### config.mk
export PLATFORM = sky130hd
export DESIGN_NAME = fetch_pc_unit_flat
export DESIGN_NICKNAME = d
export VERILOG_FILES = /design/src/rtl/fetch_pc_unit_if.sv /design/src/rtl/fetch_pc_unit.sv /design/src/flat_wrapper.sv
export SDC_FILE = /design/constraint.sdc
export NUM_CORES = 1
export LEC_CHECK = 0
export BUFFER_PORTS_ARGS = -buffer_cell sky130_fd_sc_hd__buf_2
export CELL_PAD_IN_SITES_DETAIL_PLACEMENT = 0
export CELL_PAD_IN_SITES_GLOBAL_PLACEMENT = 2
export CORE_UTILIZATION = 38
export CTS_CLUSTER_DIAMETER = 120
export DETAILED_ROUTE_END_ITERATION = 8
export GPL_TIMING_DRIVEN = 0
export PLACE_DENSITY_LB_ADDON = 0.1
export REMOVE_ABC_BUFFERS = 1
export SLEW_MARGIN = 30
export SYNTH_ARGS = -nofsm -noshare
export SYNTH_HDL_FRONTEND = slang
export SYNTH_SLANG_ARGS = --single-unit
### constraint.sdc
create_clock -name clk -period 6.37 [get_ports clk]
set_clock_uncertainty 0.15 [all_clocks]
set_input_delay 0.637 -clock clk [delete_from_list [all_inputs] [get_ports clk]]
set_output_delay 0.637 -clock clk [all_outputs]
set_load 0.02 [all_outputs]
### src/rtl/fetch_pc_unit_if.sv
// rtl/fetch_pc_unit_if.sv - instruction-cache fetch port between the IF stage and the I-cache
interface fetch_pc_unit_if;
  logic        req;
  logic [15:0] addr;
  logic [15:0] data;
  logic        ready;

  modport master (output req, addr, input data, ready);
  modport slave  (input req, addr, output data, ready);
endinterface

### src/rtl/fetch_pc_unit.sv
// rtl/fetch_pc_unit.sv - IF stage PC, I-cache fetch and IF/ID register with branch redirect
// Optional performance counters are enabled by defining FETCH_PERF_EN.
module fetch_pc_unit #(
  parameter logic [15:0] RESET_PC = 16'h0000,
  parameter logic [4:0]  HALT_OPC = 5'b00000
) (
  input  logic                  clk,
  input  logic                  rst,
  input  logic                  stall,
  input  logic                  pc_sel,
  input  logic                  is_bj,
  input  logic [15:0]           id_rs,
  fetch_pc_unit_if.master       imem,
  output logic [15:0]           ifid_instr,
  output logic [15:0]           ifid_pc_plus2,
  output logic                  ifid_valid,
  output logic                  flush_id,
  output logic                  halted
`ifdef FETCH_PERF_EN
  ,
  output logic [15:0]           perf_redirects,
  output logic [15:0]           perf_bubbles
`endif
);

  typedef enum logic [1:0] {FETCH, DRAIN, HALT} state_t;

  state_t      state, state_n;
  logic [15:0] pc, pc_n;
  logic [15:0] pend, pend_n;
  logic [15:0] instr_n, pp2_n;
  logic        valid_n;
  logic        take, hlt;
  logic [15:0] target;
  logic [15:0] sext8, sext11;
  logic [4:0]  opc;

  assign opc    = ifid_instr[15:11];
  assign sext8  = {{8{ifid_instr[7]}}, ifid_instr[7:0]};
  assign sext11 = {{5{ifid_instr[10]}}, ifid_instr[10:0]};

  assign take     = ifid_valid & is_bj & pc_sel & ~stall;
  assign hlt      = ifid_valid & ~stall & (opc == HALT_OPC) & ~take;
  assign flush_id = take;
  assign halted   = (state == HALT);
  assign imem.req  = (state != HALT);
  assign imem.addr = pc;

  // Conditional branches and PC-relative jumps use the link value as base; JR/JALR use Rs.
  always_comb begin
    casez (opc)
      5'b011??: target = ifid_pc_plus2 + sext8;
      5'b001?0: target = ifid_pc_plus2 + sext11;
      5'b001?1: target = id_rs + sext8;
      default:  target = ifid_pc_plus2 + sext8;
    endcase
  end

  always_comb begin
    state_n = state;
    pc_n    = pc;
    pend_n  = pend;
    instr_n = ifid_instr;
    pp2_n   = ifid_pc_plus2;
    valid_n = ifid_valid;
    case (state)
      FETCH: begin
        if (hlt) begin
          state_n = HALT;
          valid_n = 1'b0;
        end else if (take) begin
          valid_n = 1'b0;
          if (imem.ready) begin
            pc_n = target;
          end else begin
            pend_n  = target;
            state_n = DRAIN;
          end
        end else if (stall) begin
          valid_n = ifid_valid;
        end else if (imem.ready) begin
          instr_n = imem.data;
          pp2_n   = pc + 16'd2;
          valid_n = 1'b1;
          pc_n    = pc + 16'd2;
        end else begin
          valid_n = 1'b0;
        end
      end
      // The outstanding wrong-path miss must complete before the redirected fetch can issue.
      DRAIN: begin
        if (imem.ready) begin
          pc_n    = pend;
          state_n = FETCH;
        end
      end
      HALT:    state_n = HALT;
      default: state_n = FETCH;
    endcase
  end

  always_ff @(posedge clk or posedge rst) begin
    if (rst) begin
      state         <= FETCH;
      pc            <= RESET_PC;
      pend          <= RESET_PC;
      ifid_instr    <= 16'h0000;
      ifid_pc_plus2 <= 16'h0000;
      ifid_valid    <= 1'b0;
    end else begin
      state         <= state_n;
      pc            <= pc_n;
      pend          <= pend_n;
      ifid_instr    <= instr_n;
      ifid_pc_plus2 <= pp2_n;
      ifid_valid    <= valid_n;
    end
  end

`ifdef FETCH_PERF_EN
  always_ff @(posedge clk or posedge rst) begin
    if (rst) begin
      perf_redirects <= 16'h0000;
      perf_bubbles   <= 16'h0000;
    end else if (state != HALT) begin
      if (take)
        perf_redirects <= perf_redirects + 16'd1;
      if (!ifid_valid)
        perf_bubbles <= perf_bubbles + 16'd1;
    end
  end
`endif

endmodule
### src/flat_wrapper.sv
// flat-port wrapper written by rule: the top's interface ports become plain ports
module fetch_pc_unit_flat 
#(
  parameter logic [15:0] RESET_PC = 16'h0000,
  parameter logic [4:0]  HALT_OPC = 5'b00000
)
  (clk, rst, stall, pc_sel, is_bj, id_rs, ifid_instr, ifid_pc_plus2, ifid_valid, flush_id, halted, imem_req, imem_addr, imem_data, imem_ready);
  fetch_pc_unit_if imem_i ();
  input  logic clk;
  input  logic rst;
  input  logic stall;
  input  logic pc_sel;
  input  logic is_bj;
  input  logic [15:0] id_rs;
  output logic [15:0] ifid_instr;
  output logic [15:0] ifid_pc_plus2;
  output logic ifid_valid;
  output logic flush_id;
  output logic halted;
  output wire logic [$bits(imem_i.req)-1:0] imem_req;
  output wire logic [$bits(imem_i.addr)-1:0] imem_addr;
  input wire logic [$bits(imem_i.data)-1:0] imem_data;
  input wire logic [$bits(imem_i.ready)-1:0] imem_ready;
  assign imem_req = imem_i.req;
  assign imem_addr = imem_i.addr;
  assign imem_i.data = imem_data;
  assign imem_i.ready = imem_ready;
  fetch_pc_unit #(.RESET_PC(RESET_PC), .HALT_OPC(HALT_OPC)) u_core (.clk(clk), .rst(rst), .stall(stall), .pc_sel(pc_sel), .is_bj(is_bj), .id_rs(id_rs), .imem(imem_i), .ifid_instr(ifid_instr), .ifid_pc_plus2(ifid_pc_plus2), .ifid_valid(ifid_valid), .flush_id(flush_id), .halted(halted));
endmodule
==> results of run 1 <==
-- flip-flops by register name, summed over array words and instances, names as in the netlist --
name,flops
u_core.ifid_valid,1
u_core.ifid_instr,16
u_core.imem.addr,16
u_core.ifid_pc_plus2,16
u_core.pend,16
u_core.state,2
-- synthesized netlist by cell type, types with 2 or more instances --
library cell / count
ha_1: 33
nand2_1: 68
mux2_1: 4
and3_1: 4
a21oi_2: 2
a21oi_1: 42
a21o_1: 15
a41oi_1: 2
and2_1: 6
nor3_1: 9
a211oi_1: 4
o21a_1: 4
o21bai_1: 5
buf_4: 5
o211ai_1: 7
nand2b_1: 3
or4_1: 2
a221o_1: 2
o21ai_1: 8
xnor2_1: 25
nand4_1: 8
a2bb2oi_1: 2
nor2_1: 36
or2_2: 2
o21ai_0: 31
dfrtp_1: 67
inv_1: 14
o22ai_1: 2
a211o_1: 2
nand3_1: 17
mux2_2: 33
buf_2: 6
a21boi_0: 2
a221oi_2: 3
fa_1: 2
and4_1: 2
o31ai_1: 2
a2111oi_2: 2
mux2i_1: 8
clkbuf_1: 6
xor2_1: 12
o221ai_1: 2
a31oi_1: 5
-- per-layer routing --
| layer | GRT usage, % | vias up | wire length, microns |
|---|---|---|---|
| met5 | 0 | - | 0 |
| met4 | 7.47 | 0 | 246 |
| met3 | 3.31 | 14 | 574 |
| met2 | 36.0 | 109 | 6790 |
| met1 | 30.5 | 2161 | 7100 |
| li1 | - | 2191 | - |
-- how the worst max path moves through the flow --
stage                                        to  depth (start not counted)  slack [ns]
after floorplan           u_core.ifid_instr[10]                          5        2.32
after global placement     u_core.ifid_instr[8]                          6        0.44
after detailed placement        u_core.pend[14]                         13        2.12
after CTS                       u_core.pend[14]                         13        2.09
after global routing            u_core.pend[14]                         13        1.88
final                           u_core.pend[14]                         13        2.10
-- power groups by stage --
stage | combinational (mW) | clock (mW) | sequential [mW]
after floorplan | 1.74 | 0 | 0.982
after global placement | 2.56 | 0 | 0.856
after detailed placement | 2.60 | 0 | 0.875
after CTS | 2.62 | 0.494 | 0.869
after global routing | 2.88 | 0.511 | 0.905
final | 2.63 | 0.483 | 0.868
-- cells by family after synthesis --
kind of cell | count (synthesis) | synth area share [%]
compound gates | 157 | 21.0
simple gates | 172 | 17.4
mux | 45 | 9.81
xor+xnor | 38 | 6.72
fa+ha+maj | 35 | 8.95
buf+inv | 32 | 3.04
flops | 67 | 33.1
-- critical path, cell delays in order, from the launching register on --
cell and delay [ns]:
dfrtp_1 0.44, nand2_1 0.12, nor3_4 0.52, buf_8 0.23
mux2_2 0.34, ha_1 0.21, fa_1 0.44, a21o_1 0.19
a21oi_1 0.27, o21ai_1 0.21, a41o_1 0.32, a21o_1 0.18
a221oi_2 0.36, a21oi_1 0.13
-- stage by stage --
stage          hold WS [ns]  total power [mW]  std cells
2_1_floorplan         0.295              2.72        528
3_3_place_gp          0.311              3.42        789
3_5_place_dp          0.312              3.48        797
4_1_cts               0.184              3.98        812
5_1_grt               0.205              4.30        812
6_report              0.165              3.98        812
-- area by class of cell --
type	instances	share of cell area, %
flip-flops and latches	67	27.8
inverters	14	0.913
well taps	172	3.57
repair buffers	97	8.90
multi-input cells	447	54.2
clock buffers	13	4.48
clock inverters	2	0.166
==> out/qor.yml, run 1 <==
cts:
  ctsResizeCount: 0
  cts_tree: "yes"
  cts.sinks: 67
  cts_root_buf: "clkbuf_16"
  numCtsBuffers: 9
  hold_buffers: 0
  insertion_delay_ns: 0.34
  cts_max_level: 3
  postCtsSetupBuffers: 0
  clockBufferDepth: 2
  cts.clk_slew.worst_paths_ns: 0.05
timing:
  setup_tns_ns: 0
  fin_crit_sh_pct: 67.0
  finalMaxSlewViolations: 0
  min_period_ns: 4.27
  setup_violations: 0
  grt_setup_unrepaired: "no"
  worst_pin_slew_ns: 0.773
  slew_headroom_pct: 48.4
  fin_ws_ns: 2.10
  hold_viol: 0
  fmax_mhz: 234
power:
  ir_drop_mv: 0.214
  power.clock.fraction_pct: 12.2
  pwr-share-comb_pct: 66.0
  netSwitchingFraction_pct: 50.2
  switching_power_mw: 2.00
  internal_power_mw: 1.98
  powerDensity_nw_per_um2: 660
  power_frac_seq_pct: 21.8
  leakage_nw: 2.81
setup_path:
  crit_type: "register to register"
  cp-start-kind: "register"
  reg2reg_to: "u_core.pend[14]"
  arrival_ns: 4.30
  endpoint_kind: "register"
  worstReg2RegStart: "u_core.ifid_instr[11]"
  crit_required_ns: 6.41
  rr_worst_depth: 13
  crit_fanout: 10
  rrSetupSlack_ns: 2.10
  cp-startpoint: "u_core.ifid_instr[11]"
yosys:
  synthArstFlopShare_pct: 100
  synthTopCellsByArea: "dfrtp_1 (33%), ha_1 (8.2%), mux2_2 (7.3%)"
  synth_ff_type: "dfrtp_1"
  ys_seq_area_share_pct: 33.1
  synth_top_area_cell: "dfrtp_1"
  synthCells: 546
  synth_cell_types: 73
  yosys_warnings: 0
  synth.avg_cell_area_sq_um: 9.27
  synth_area_sq_um: 5060
  ys_ff_latch: 67
  synth_top_area_share_pct: 33.1
  synth_edf_count: 0
floorplan:
  fp.dieArea_sq_um: 13800
  core_area_sq_um: 12800
  initial_core_util_pct: 39.5
  dieHeight_microns: 117
  ios: 90
  die-width_microns: 117
  row_count: 41
min_path:
  hold_path_class: "input pin to async pin"
grt:
  grt_pass1_wl_mm: 24.0
  grt_use_total_pct: 22.4
  grt_max_degree: 36
  grt_pass1_vias: 4495
  antenna_found_initial: 0
  overflow: 0
detailed_routing:
  dr.pass1.iters: 6
  drt_iter0_drc: 280
  vias_per_cell: 5.51
  wl_mm: 14.7
  vias: 4475
  drc: 0
  wl_per_cell_microns: 18.1
  antenna_left: 0
final_layout:
  area_growth_pct: 19.1
  diodes: 0
  fin_util_pct: 47.0
  nets: 709
  fin_area_sq_um: 6030
  final_cell_mix: "buf_2 (89), nand2_1 (68), dfrtp_1 (67), a21oi_1 (42), nor2_1 (35)"
  drive_gt1_share_pct: 26.6
  layout_commonest_cell: "buf_2"
  num-fill-cells: 1283
  multi_input_area_sq_um: 3260
  regArea_sq_um: 1680
run:
  cap_viol_max_count: 0
placed_design:
  dpl.hpwl_mm: 11.4
  dpl_cell_area_sq_um: 5750
  place.port_buffers: 89
  place_ws_ns: 2.12
  gp_congestion: 0.881
run_status:
  outcome: "completed"
No activity file was read; power rests on OpenSTA's default activity.
==> run 2, diff against run 1 <==
Settings changed: CORE_UTILIZATION 38 to 32.
Clock period 6.37 ns to 3.74 ns, I/O delays scaled along.
==> out/qor.yml, run 2 (synthesized netlist as in run 1, its figures left out) <==
run_status:
  outcome: "completed"
final_layout:
  regArea_sq_um: 1680
  final_cell_mix: "buf_2 (89), nand2_1 (68), dfrtp_1 (66), a21oi_1 (41), nor2_1 (35)"
  fin_area_sq_um: 6170
  diodes: 0
  fin_cells: 854
  area_growth_pct: 21.8
  layout_commonest_cell: "buf_2"
  multi_input_area_sq_um: 3290
  num-fill-cells: 1609
  drive_gt1_share_pct: 27.5
  nets: 711
detailed_routing:
  antenna_left: 0
  wl_per_cell_microns: 18.0
  vias: 4432
  drt_iter0_drc: 297
  vias_per_cell: 5.19
  dr.pass1.iters: 4
  drc: 0
  wl_mm: 15.4
setup_path:
  crit_cells: 12
  critical_path.most_common_cell: "a21o_1"
  slowest_stage: "dfrtp_1"
  crit_type: "register to register"
  cp-start-kind: "register"
  crit_path_max_incr_delay_ns: 0.42
  rr_worst_depth: 12
  worstReg2RegStart: "u_core.ifid_instr[13]"
  reg2reg_to: "u_core.pend[14]"
  cp_cell_sequence: "nand2_1, nor3_4, mux2_2, ha_1, fa_1, a21o_1, a21oi_2, o21ai_2, a41o_1, a21o_1, a221oi_4, a21oi_1"
  crit_fanout: 6
  crit_buf_inv: 0
  cp_top_family: "compound AO/OA/AOI/OAI gates"
  endpoint_kind: "register"
  arrival_ns: 3.54
  crit_required_ns: 3.77
  rrSetupSlack_ns: 0.23
grt:
  antenna_found_initial: 0
  grt_use_total_pct: 19.6
  grt_pass1_vias: 4290
  grt_pass1_wl_mm: 24.0
  overflow: 0
  grt_max_degree: 37
cts:
  cts_root_buf: "clkbuf_16"
  cts_max_level: 3
  insertion_delay_ns: 0.34
  cts.clk_slew.worst_paths_ns: 0.06
  cts.sinks: 67
  cts_tree: "yes"
  numCtsBuffers: 9
  clockBufferDepth: 2
timing:
  whs_ns: 0.0867
  setup_violations: 0
  fin_crit_sh_pct: 93.8
  fin_ws_ns: 0.231
  worst_pin_slew_ns: 0.821
  hold_viol: 0
  grt_setup_unrepaired: "no"
  min_period_ns: 3.51
  finalMaxSlewViolations: 0
  fmax_mhz: 285
  slew_headroom_pct: 45.2
floorplan:
  ios: 90
  row_count: 45
  dieHeight_microns: 128
  initial_core_util_pct: 33.1
  fp.dieArea_sq_um: 16300
  die-width_microns: 128
  core_area_sq_um: 15300
power:
  finalPower_mw: 6.91
  leakage_nw: 2.84
  powerDensity_nw_per_um2: 1120
  ir_drop_mv: 0.464
min_path:
  holdPathEnd: "u_core.ifid_instr[1]"
  hold_path_class: "input pin to register"
  min_path_cells: 3
  hp-start: "imem_data[1]"
placed_design:
  dpl.hpwl_mm: 11.8
  gp_congestion: 0.791
  dpl.cell_count: 836
  place.port_buffers: 89
  dpl_cell_area_sq_um: 5790
  place_ws_ns: -0.357
run:
  cap_viol_max_count: 0
## run 2: layout make-up
type,instances,area share (%)
Clock inverter,5,1.36
Clock buffer,11,4.10
Timing Repair Buffer,99,8.86
Tap cell,211,4.28
Multi-Input combinational cell,447,53.3
Inverter,14,0.892
Sequential cell,67,27.2
## run 2: stage by stage
stage	setup TNS [ns]	util, %
after floorplan	-6.75	-
after global placement	-79.56	37.0
after detailed placement	-1.06	37.8
after CTS	0	40.2
after global routing	0	40.3
final	0	40.3
## run 2: worst max path at each step
| stage | startpoint | endpoint | slack [ns] |
|---|---|---|---|
| 3_3_place_gp | stall | u_core.imem.addr[10] | -2.59 |
| 5_1_grt | u_core.ifid_instr[13] | u_core.imem.addr[11] | 0.02 |
| 2_1_floorplan | u_core.ifid_instr[14] | u_core.ifid_instr[10] | -0.28 |
| 3_5_place_dp | u_core.ifid_instr[11] | u_core.pend[14] | -0.36 |
| 6_report | u_core.ifid_instr[13] | u_core.pend[14] | 0.23 |
| 4_1_cts | u_core.ifid_instr[11] | u_core.pend[14] | 0.04 |
## run 2: per-layer routing
metal	vias to the layer above	share of wire, %	track usage (%)
met5	-	0	0
met4	0	1.4	6.44
met3	14	3.4	3.13
met2	90	48	32.7
met1	2128	47	25.8
li1	2200	-	-
## run 2: tightest hold or removal path: stages
cell	delay, ns
buf_2	0.07
nand2_1	0.04
o21ai_0	0.06
## run 2: timing repair
| action | in CTS | in global routing |
|---|---|---|
| pin swaps | 1 | 1 |
| hold buffers | 1 | 0 |
| setup endpoints to repair | 7 | 6 |
| buffers inserted | 1 | 0 |
| endpoints found under the hold margin | 31 | 0 |
| gates resized for setup | 1 | 4 |
## run 2: power by group
group / switching (mW) / leakage [nW] / total, mW / internal (mW)
sequential: 0.447 / 0.843 / 1.49 / 1.05
combinational: 2.60 / 1.84 / 4.45 / 1.85
clock: 0.348 / 0.158 / 0.971 / 0.623
total: 3.39 / 2.84 / 6.91 / 3.52
==> run 3, diff against run 2 <==
Settings changed: PLACE_DENSITY from default to 0.78, PLACE_DENSITY_LB_ADDON 0.1 to default.
==> out/qor.yml, run 3 (synthesized netlist as in run 1, its figures left out) <==
timing:
  hold_viol: 0
  fin_ws_ns: 0.186
  fmax_mhz: 281
  min_period_ns: 3.55
  slew_headroom_pct: 48.5
  setup_violations: 0
  finalMaxSlewViolations: 0
  grt_setup_unrepaired: "no"
  fin_crit_sh_pct: 95.0
  worst_pin_slew_ns: 0.772
detailed_routing:
  vias: 4475
  antenna_left: 0
  wl_mm: 15.3
  vias_per_cell: 5.20
  wl_per_cell_microns: 17.8
  drc: 0
  dr.pass1.iters: 4
  drt_iter0_drc: 250
setup_path:
  cp-start-kind: "register"
  rrSetupSlack_ns: 0.19
  critical_path.most_common_cell: "mux2_2"
  crit_cells: 13
  crit_path_end: "u_core.pend[13]"
  worstReg2RegStart: "u_core.ifid_instr[15]"
  reg2reg_to: "u_core.pend[13]"
  endpoint_kind: "register"
  crit_buf_inv: 3
  crit_required_ns: 3.82
  cp-startpoint: "u_core.ifid_instr[15]"
  crit_path_max_incr_delay_ns: 0.46
  crit_type: "register to register"
  cp_cell_sequence: "nor3_4, buf_12, buf_4, buf_8, mux2_2, ha_1, a211o_1, o211ai_1, a21oi_1, a311oi_2, xor2_1, o21ai_1, mux2_2"
  arrival_ns: 3.64
  rr_worst_depth: 13
  cp_top_family: "compound AO/OA/AOI/OAI gates"
  crit_fanout: 10
  slowest_stage: "dfrtp_2"
placed_design:
  gp_congestion: 0.825
  place.port_buffers: 89
  place_ws_ns: -0.307
  dpl_cell_area_sq_um: 5800
  dpl.hpwl_mm: 11.6
floorplan:
  row_count: 45
  core_area_sq_um: 15300
  fp.dieArea_sq_um: 16300
  initial_core_util_pct: 33.1
  dieHeight_microns: 128
  ios: 90
  die-width_microns: 128
grt:
  grt_max_degree: 37
  grt_pass1_vias: 4454
  overflow: 0
  antenna_found_initial: 0
  grt_use_total_pct: 19.6
  grt_pass1_wl_mm: 24.4
cts:
  cts_tree: "yes"
  numCtsBuffers: 9
  cts_root_buf: "clkbuf_16"
  clockBufferDepth: 2
  cts_max_level: 3
  cts.clk_slew.worst_paths_ns: 0.06
  cts.sinks: 67
  insertion_delay_ns: 0.35
final_layout:
  area_growth_pct: 23.5
  nets: 717
  diodes: 0
  layout_commonest_cell: "buf_2"
  fin_util_pct: 40.8
  num-fill-cells: 1564
  multi_input_area_sq_um: 3290
  regArea_sq_um: 1680
  final_cell_mix: "buf_2 (89), nand2_1 (68), dfrtp_1 (63), a21oi_1 (41), nor2_1 (35)"
  fin_area_sq_um: 6250
  drive_gt1_share_pct: 28.7
power:
  powerDensity_nw_per_um2: 1140
  ir_drop_mv: 0.311
  leakage_nw: 2.88
run_status:
  outcome: "completed"
run:
  cap_viol_max_count: 0
min_path:
  hold_path_class: "input pin to register"
## run 3: cell types whose count changed in the layout (fill, tap and decap cells not counted), sizes merged
| cell | change |
|---|---|
| bufinv | +1 |
| clkinvlp | -2 |
| clkinv | +3 |
| buf | +6 |
| inv | -1 |
| clkbuf | -1 |
## run 3: cell type report
| class | instances | share of cell area [%] |
|---|---|---|
| Clock buffer | 10 | 3.82 |
| Clock inverter | 6 | 1.80 |
| Inverter | 14 | 0.880 |
| Multi-Input combinational cell | 447 | 52.6 |
| Sequential cell | 67 | 26.9 |
| Tap cell | 211 | 4.22 |
| Timing Repair Buffer | 105 | 9.78 |
## run 3: metal layers
metal	vias to the layer above	track usage, %	share of wire (%)
li1	2204	-	-
met1	2153	27.0	48
met2	103	30.5	45
met3	15	4.22	4.5
met4	0	6.85	1.9
met5	-	0	0
## run 3: worst min path at each step
stage                       endpoint           start  cells past startpoint
2_1_floorplan         u_core.pend[2]  u_core.pend[2]                      2
3_3_place_gp          u_core.pend[6]  u_core.pend[6]                      2
3_5_place_dp   u_core.ifid_instr[15]             rst                      2
4_1_cts         u_core.ifid_instr[1]    imem_data[1]                      3
5_1_grt         u_core.ifid_instr[0]    imem_data[0]                      2
6_report        u_core.ifid_instr[1]    imem_data[1]                      3
## run 3: power breakdown
| group | internal [mW] | switching, mW |
|---|---|---|
| Sequential | 1.05 | 0.435 |
| Combinational | 1.89 | 2.70 |
| Clock | 0.671 | 0.351 |
## run 3: worst min-delay path: stages
cell,delay [ns]
buf_2,0.07
nand2_1,0.03
o21ai_0,0.06
## run 3: repair_timing
item,4_1_cts,5_1_grt
hold buffers,1,0
resized for setup,2,6
pin swaps,1,2
buffers inserted,3,3
endpoints found under the setup margin,9,10
cloned,0,0
hold endpoints to repair,31,0
## run 3: per-stage QoR
stage | total power, mW | hold slack [ns] | std cells | TNS (ns)
final | 7.10 | 0.0805 | 860 | 0
after global routing | 7.65 | 0.0852 | 860 | 0
after CTS | 7.05 | 0.0672 | 857 | 0
after detailed placement | 5.93 | 0.282 | 837 | -1.04
after global placement | 5.83 | 0.313 | 828 | -74.20
after floorplan | 4.63 | 0.295 | 528 | -6.75
